**src/rtl/triangle_assembler.sv**
```systemverilog
// triangle_assembler: groups a vertex stream into triangles (v0, v1, v2, color)
// and buffers completed triangles in a first-word-fall-through FIFO.
// Optional statistics counters are enabled by defining TRI_ASSEMBLER_STATS_EN;
// without it tri_count and drop_count are tied to zero.
// Output handshake: a triangle transfers on any cycle where tri_valid && tri_ready;
// the head entry is held stable while tri_valid && !tri_ready. The input side has
// no backpressure, so vertices are sampled on every cycle in which active is high.
module triangle_assembler #(
  parameter int FIFO_DEPTH = 4
) (
  input  logic        clk,
  input  logic        rst,
  input  logic [47:0] vertex,
  input  logic [15:0] color,
  input  logic        new_triangle,
  input  logic        active,
  output logic        tri_valid,
  input  logic        tri_ready,
  output logic [47:0] tri_v0,
  output logic [47:0] tri_v1,
  output logic [47:0] tri_v2,
  output logic [15:0] tri_color,
  output logic        overflow,
  output logic        proto_err,
  output logic [15:0] tri_count,
  output logic [15:0] drop_count,
  output logic [1:0]  fsm_state
);

  localparam int AW = (FIFO_DEPTH > 1) ? $clog2(FIFO_DEPTH) : 1;
  localparam int CW = AW + 1;

  typedef enum logic [1:0] {SLOT0 = 2'd0, SLOT1 = 2'd1, SLOT2 = 2'd2} state_t;

  state_t        state_q, state_d;
  logic [47:0]   v0_q, v0_d, v1_q, v1_d;
  logic [15:0]   color_q, color_d;
  logic          proto_err_q, proto_err_d;
  logic          overflow_q, overflow_d;
  logic          push_req;
  logic [159:0]  push_entry;

  logic [159:0]  mem_q [FIFO_DEPTH];
  logic [AW-1:0] wr_ptr_q, wr_ptr_d, rd_ptr_q, rd_ptr_d;
  logic [CW-1:0] count_q, count_d;
  logic          empty, full, pop, push_ok, drop;
  logic [159:0]  head;

  // Assembly FSM: decides what the current vertex means and when a triangle completes
  always_comb begin
    state_d     = state_q;
    v0_d        = v0_q;
    v1_d        = v1_q;
    color_d     = color_q;
    proto_err_d = proto_err_q;
    push_req    = 1'b0;
    case (state_q)
      SLOT0: begin
        if (active && new_triangle) begin
          v0_d    = vertex;
          color_d = color;
          state_d = SLOT1;
        end
      end
      SLOT1, SLOT2: begin
        if (!active) begin
          proto_err_d = 1'b1;
          state_d     = SLOT0;
        end else if (new_triangle) begin
          // Abort the partial triangle and restart with this vertex as v0
          proto_err_d = 1'b1;
          v0_d        = vertex;
          color_d     = color;
          state_d     = SLOT1;
        end else if (state_q == SLOT1) begin
          v1_d    = vertex;
          state_d = SLOT2;
        end else begin
          push_req = 1'b1;
          state_d  = SLOT0;
        end
      end
      default: state_d = SLOT0;
    endcase
  end

  // v2 is never stored in the assembler; it goes straight into the FIFO entry
  assign push_entry = {v0_q, v1_q, vertex, color_q};

  // FIFO control: a push into a full FIFO still succeeds when a pop frees a slot
  always_comb begin
    empty      = (count_q == '0);
    full       = (count_q == CW'(FIFO_DEPTH));
    pop        = tri_ready && !empty;
    push_ok    = push_req && (!full || pop);
    drop       = push_req && full && !pop;
    wr_ptr_d   = push_ok ? wr_ptr_q + 1'b1 : wr_ptr_q;
    rd_ptr_d   = pop ? rd_ptr_q + 1'b1 : rd_ptr_q;
    count_d    = count_q;
    if (push_ok && !pop) count_d = count_q + 1'b1;
    else if (!push_ok && pop) count_d = count_q - 1'b1;
    overflow_d = overflow_q | drop;
  end

  // State, pointer and sticky-flag registers
  always_ff @(posedge clk) begin
    if (rst) begin
      state_q     <= SLOT0;
      v0_q        <= '0;
      v1_q        <= '0;
      color_q     <= '0;
      proto_err_q <= 1'b0;
      overflow_q  <= 1'b0;
      wr_ptr_q    <= '0;
      rd_ptr_q    <= '0;
      count_q     <= '0;
    end else begin
      state_q     <= state_d;
      v0_q        <= v0_d;
      v1_q        <= v1_d;
      color_q     <= color_d;
      proto_err_q <= proto_err_d;
      overflow_q  <= overflow_d;
      wr_ptr_q    <= wr_ptr_d;
      rd_ptr_q    <= rd_ptr_d;
      count_q     <= count_d;
    end
  end

  // FIFO storage; contents are meaningless while the occupancy says empty
  always_ff @(posedge clk) begin
    if (!rst && push_ok) mem_q[wr_ptr_q] <= push_entry;
  end

  assign head      = mem_q[rd_ptr_q];
  assign tri_valid = !empty;
  assign tri_v0    = tri_valid ? head[159:112] : '0;
  assign tri_v1    = tri_valid ? head[111:64]  : '0;
  assign tri_v2    = tri_valid ? head[63:16]   : '0;
  assign tri_color = tri_valid ? head[15:0]    : '0;
  assign overflow  = overflow_q;
  assign proto_err = proto_err_q;
  assign fsm_state = state_q;

`ifdef TRI_ASSEMBLER_STATS_EN
  logic [15:0] tri_count_q, tri_count_d, drop_count_q, drop_count_d;

  // Saturating statistics counters
  always_comb begin
    tri_count_d  = tri_count_q;
    drop_count_d = drop_count_q;
    if (push_ok && tri_count_q != 16'hFFFF) tri_count_d = tri_count_q + 16'd1;
    if (drop && drop_count_q != 16'hFFFF) drop_count_d = drop_count_q + 16'd1;
  end

  // Counter registers
  always_ff @(posedge clk) begin
    if (rst) begin
      tri_count_q  <= '0;
      drop_count_q <= '0;
    end else begin
      tri_count_q  <= tri_count_d;
      drop_count_q <= drop_count_d;
    end
  end

  assign tri_count  = tri_count_q;
  assign drop_count = drop_count_q;
`else
  assign tri_count  = '0;
  assign drop_count = '0;
`endif

endmodule

```
**config.mk**
```make
export PLATFORM = sky130hd
export DESIGN_NAME = triangle_assembler
export DESIGN_NICKNAME = d
export VERILOG_FILES = /design/src/rtl/triangle_assembler.sv
export SDC_FILE = /design/constraint.sdc
export NUM_CORES = 1
export LEC_CHECK = 0
export BUFFER_PORTS_ARGS = -buffer_cell sky130_fd_sc_hd__buf_2
export CAP_MARGIN = 5
export CORE_UTILIZATION = 59
export DETAILED_ROUTE_END_ITERATION = 7
export GPL_TIMING_DRIVEN = 0
export PLACE_DENSITY = 0.79
export SKIP_LAST_GASP = 1
export SLEW_MARGIN = 20
export SYNTH_ARGS = -nofsm -noshare
export SYNTH_HDL_FRONTEND = slang
export SYNTH_SLANG_ARGS = --single-unit
```
**constraint.sdc**
```tcl
create_clock -name clk -period 21.1 [get_ports clk]
set_clock_uncertainty 0.1 [all_clocks]
set_input_delay 5.275 -clock clk [delete_from_list [all_inputs] [get_ports clk]]
set_output_delay 5.275 -clock clk [all_outputs]
set_load 0.005 [all_outputs]
```
### After elaboration in Yosys (flattened, before gate mapping)

Memory sizes are Yosys's and may differ from the RTL's. A register that Yosys moved wholly into a read port is not among the register bits.
Index checks and enable logic that the tools add are counted.

| operators by class | value |
|---|---|
| add/subtract/negate cells | 4 |
| equality and inequality tests | 7 |
| multiplexer cells | 29 |
| bitwise operators | 2 |
| reduce and logical (&&, ||, !) cells | 22 |

Operator list:

| cell | number |
|---|---|
| 48-bit two-way mux | 6 |
| 48-bit case mux with 2 select lines | 1 |
| 16-bit two-way mux | 4 |
| 16-bit case mux with 2 select lines | 1 |
| 2-bit two-way mux | 6 |
| 1-bit logical AND | 8 |
| 1-bit two-way mux | 8 |
| 2-bit != test, second input constant | 4 |
| 4-bit AND reduction | 2 |
| 3-bit two-way mux | 2 |
| 1-bit zero test | 5 |
| 2-bit by 1-bit adder with 2-bit output, second input constant | 2 |
| 2-bit case mux with 2 select lines | 1 |
| 2-bit nonzero test | 2 |
| 3-bit by 1-bit adder with 3-bit output, second input constant | 1 |
| 3-bit equality test, second input constant | 1 |
| 3-bit zero test | 1 |
| 3-bit by 1-bit subtractor with 3-bit output, second input constant | 1 |
| 2-bit by 1-bit equality test with 1-bit output, second input constant | 1 |
| 2-bit equality test, second input constant | 1 |
| 2-bit zero test | 1 |
| 2-bit AND reduction | 1 |
| 2-bit OR reduction | 1 |
| 1-bit logical OR | 1 |
| 2 further kinds | 2 |

| word-level totals | value |
|---|---|
| register bits after elaboration | 123 |
| bits in writable memories | 640 |
| bits of input ports | 69 |
| output and inout bits | 197 |
| word-level logic and storage cells | 74 |
| memories kept | 1 |

Memory list:

| memory | depth | width | rd ports | clocked after memory_dff | wr ports | line | RTL |
|---|---|---|---|---|---|---|---|
| mem_q | 4 | 160 | 1 | 1 | 1 | 43 | `logic [159:0] mem_q [FIFO_DEPTH];` |

### Depth between registers and ports, before layout

| depth | value |
|---|---|
| word-level depth | 10 |
| depth in mapped cells | 11 |
| mapped depth without buffers | 11 |

### Worst setup path before layout

OpenSTA, ideal clock, no wires.

| path | value |
|---|---|
| kind | input-to-reg |
| start | input port new_triangle |
| end | memory mem_q[0][0], enable pin |
| setup time | 0.909 ns |
| data arrival time | 17.389 ns |
| data required time | 20.091 ns |
| slack | 2.702 ns |
| stages | 4 |
| path buffers | 1 |
| cell sequence | buf_2 -> and4bb_2 -> nand2b_2 -> nor3b_1 |

| on the way | value |
|---|---|
| longest elaborated chain between the ends | 7 |

RTL lines:

| item | line | RTL |
|---|---|---|
| start: declaration | 15 | `input logic new_triangle,` |
| 1-bit two-way mux | 69 | `end else if (new_triangle) begin` |
| 1-bit two-way mux | 66 | `if (!active) begin` |
| 1-bit two-way mux | 57 | `case (state_q)` |
| 1-bit logical AND | 95 | `push_ok = push_req && (!full \|\| pop);` |
| 1-bit logical AND | 132 | `if (!rst && push_ok) mem_q[wr_ptr_q] <= push_entry;` |
| 1-bit two-way mux | 132 |  |
| 1-bit two-way mux (implied by the code) | 132 |  |
| end: declaration | 43 |  |

Every way passes these cells.

==> impl_metrics.toml <==
[status]
status = "finished clean"

[worst_setup_path]
critPathRequiredTime_ns = 15.73
path_class = "reg -> out"
cp_top_family = "buffers and inverters"
crit_slowest_cell = "clkbuf_1"
setup.worst_path.end_class = "output pin"
startpoint_type = "flip-flop"
timing.critical_path.buf_inv = 4
critical_path.max_stage_delay_ns = 0.64
cp_common_cell = "buf_2"
arrival_ns = 3.03
crit_fanout = 10
crit_path_cell_trace = "buf_2, clkbuf_1, buf_2, mux4_2, and2_1, buf_2"

[floorplan]
die_y_um = 223
die_width_um = 223
floorplan.initialDensity_pct = 60.2
fp.dieArea_um2 = 49900
ios = 266
rows = 80
core_area_um2 = 48000

[global_routing]
grt_pass1_wl_mm = 96.6
grtUsageTotal_pct = 26.5
antenna_found_initial = 7
grt_max_degree = 16
grt_overflow = 0
grt_pass1_vias = 16000

[sta]
worst_pin_slew_ns = 0.902
slew_headroom_pct = 39.7
setup_viol = 0
hold_violations = 0
layout_setup_ws_ns = 12.70
rsz0062_at_grt = "no"
period_share_pct = 39.8
fmax_mhz = 119
final_max_slew_viol_count = 0
min_period_ns = 8.40

[detailed_routing]
wl_per_cell_um = 23.7
ant_nets = 0
vias_per_cell = 5.79
vias = 15800
wirelength_mm = 64.6
first_iter_violations = 1470
first_pass_iters = 5
drc_errors = 0

[run]
drv_cap = 0

[min_path]
hold_class = "reg -> reg"

[yosys]
synth-seq-cells = 765
synthCells = 1611
ys_types = 34
synth_area_um2 = 28900
ys_seq_area_share_pct = 75.1
synth.avg_cell_area_um2 = 17.9
ys.warnings.count = 0

[clocking]
cts_buffer_depth = 3
postCtsHoldBufs = 0
cts-resized-gates = 0
cts.clk_slew.worst_paths_ns = 0.06
root_buffer = "clkbuf_16"
clk_latency_ns = 0.62
postCtsSetupRepairBufs = 0
cts.sinks = 765
h-tree-depth = 3
cts_buffers = 74
cts_tree = "built"

[power_and_ir_drop]
power.density_nw_per_um2 = 110
p_leak_nw = 12.0
power_mw = 3.76
ir_worst_vdd_mv = 0.112

[cells_and_area]
nets = 2121
drive_gt1_share_pct = 32.0
layout_common_cells = "640 x edfxtp_1, 259 x buf_2, 227 x nand2_1"
final_common_cell = "edfxtp_1"
synthToLayoutAreaGrowth_pct = 18.3

[placement]
numPortBuffers = 231
gp_congestion = 0.750
detailedPlace.worstSlack_ns = 12.72
hpwl_mm = 43.3
flip-flops by register name, summed over array words and instances (netlist names), named ones only:
name,count
mem_q,640
v1_q,48
fsm_state,2
rd_ptr_q,2
v0_q,48
count_q,3
wr_ptr_q,2
color_q,16
proto_err,1
overflow,1
metal layers:
metal  vias to the layer above  wire, um  GRT usage (%)
met3                       119      4540           4.24
met1                      8004     25100           35.1
met4                         4      1850           10.6
li1                       6952         -              -
met5                         -        23              0
met2                       697     33100           44.4
area by class of cell:
cell class | count | area [um2]
buffer | 125 | 708
sequential | 765 | 21700
tap | 615 | 769
antenna | 5 | 12.5
inverter | 6 | 22.5
multi-input combinational | 746 | 6600
clock buffer | 100 | 2080
timing repair buffer | 324 | 1990
clock inverter | 37 | 299
fill | 2922 | 13800
kinds of logic after synthesis:
| logic type | Yosys count | synth area share [%] |
|---|---|---|
| buffers and inverters | 131 | 2.52 |
| xor gates and xnor gates | 4 | 0.121 |
| muxes | 163 | 12.6 |
| other | 1 | 0.0130 |
| AOI/OAI and AO/OA | 124 | 2.22 |
| DFF | 765 | 75.1 |
| and+or+nand+nor | 413 | 6.97 |
| adders and majority gates | 10 | 0.459 |
cell usage after synthesis:
library cell  instances  area share (%)
inv_1                 6           0.078
dfxtp_1             125             8.7
nand2b_1              3           0.065
mux2_2                1           0.039
nand3_1               1           0.017
o211ai_2              1           0.043
edfxtp_1            640              66
nand2b_2              1           0.030
nor3b_1               4            0.10
buf_1                 4           0.052
nand3b_1              1           0.026
ha_1                  9            0.39
nor2_1                9            0.12
a21boi_0              1           0.026
nand2_1             227             2.9
o311ai_0              1           0.030
nor4b_1               1           0.030
o211a_1               1           0.035
and2_1              160             3.5
fa_1                  1           0.069
and3b_1               2           0.061
and4bb_2              1           0.043
mux4_2              160              12
conb_1                1           0.013
buf_4                32            0.83
or3_1                 3           0.065
clkbuf_1             50            0.65
o31ai_1               1           0.026
a21oi_1             117             2.0
buf_2                28            0.48
o21ai_0               2           0.035
xor2_1                4            0.12
mux2i_1               2           0.069
buf_6                11            0.43
path summary, 6_finish.rpt:
check	endpoint	cells after the start	from	slack (ns)
worst min register to register	overflow	2	overflow	0.39
worst max-delay path	tri_v1[15]	6	flip-flop	12.70
worst min-delay path	overflow	2	overflow	0.39
worst max register to register	mem_q[2][27]	11	fsm_state[1]	17.32
per-stage QoR:
step           hold slack [ns]  TNS [ns]  cell area (um2)  util (%)  cells
2_1_floorplan            0.360         0            29000         -   1642
3_3_place_gp             0.354  -4318.48            31000      64.4   2488
3_5_place_dp             0.363         0            31800      66.2   2581
4_1_cts                  0.380         0            34200      71.2   2718
5_1_grt                  0.410         0            34200      71.2   2722
6_report                 0.391         0            34200      71.2   2723
report_power, final:
part	internal (mW)	switching, mW
Sequential	1.65	0.0152
Combinational	0.378	0.428
Clock	0.736	0.553
Total	2.76	0.997
worst min-delay path, delay by kind of cell, from the launching register on:
| kind | cells | cell delay [ns] |
|---|---|---|
| AO/OA/AOI/OAI | 1 | 0.05 |
| flip-flops | 1 | 0.34 |
| AND/OR/NAND/NOR | 1 | 0.07 |
Power figures use the tool's default switching activity.
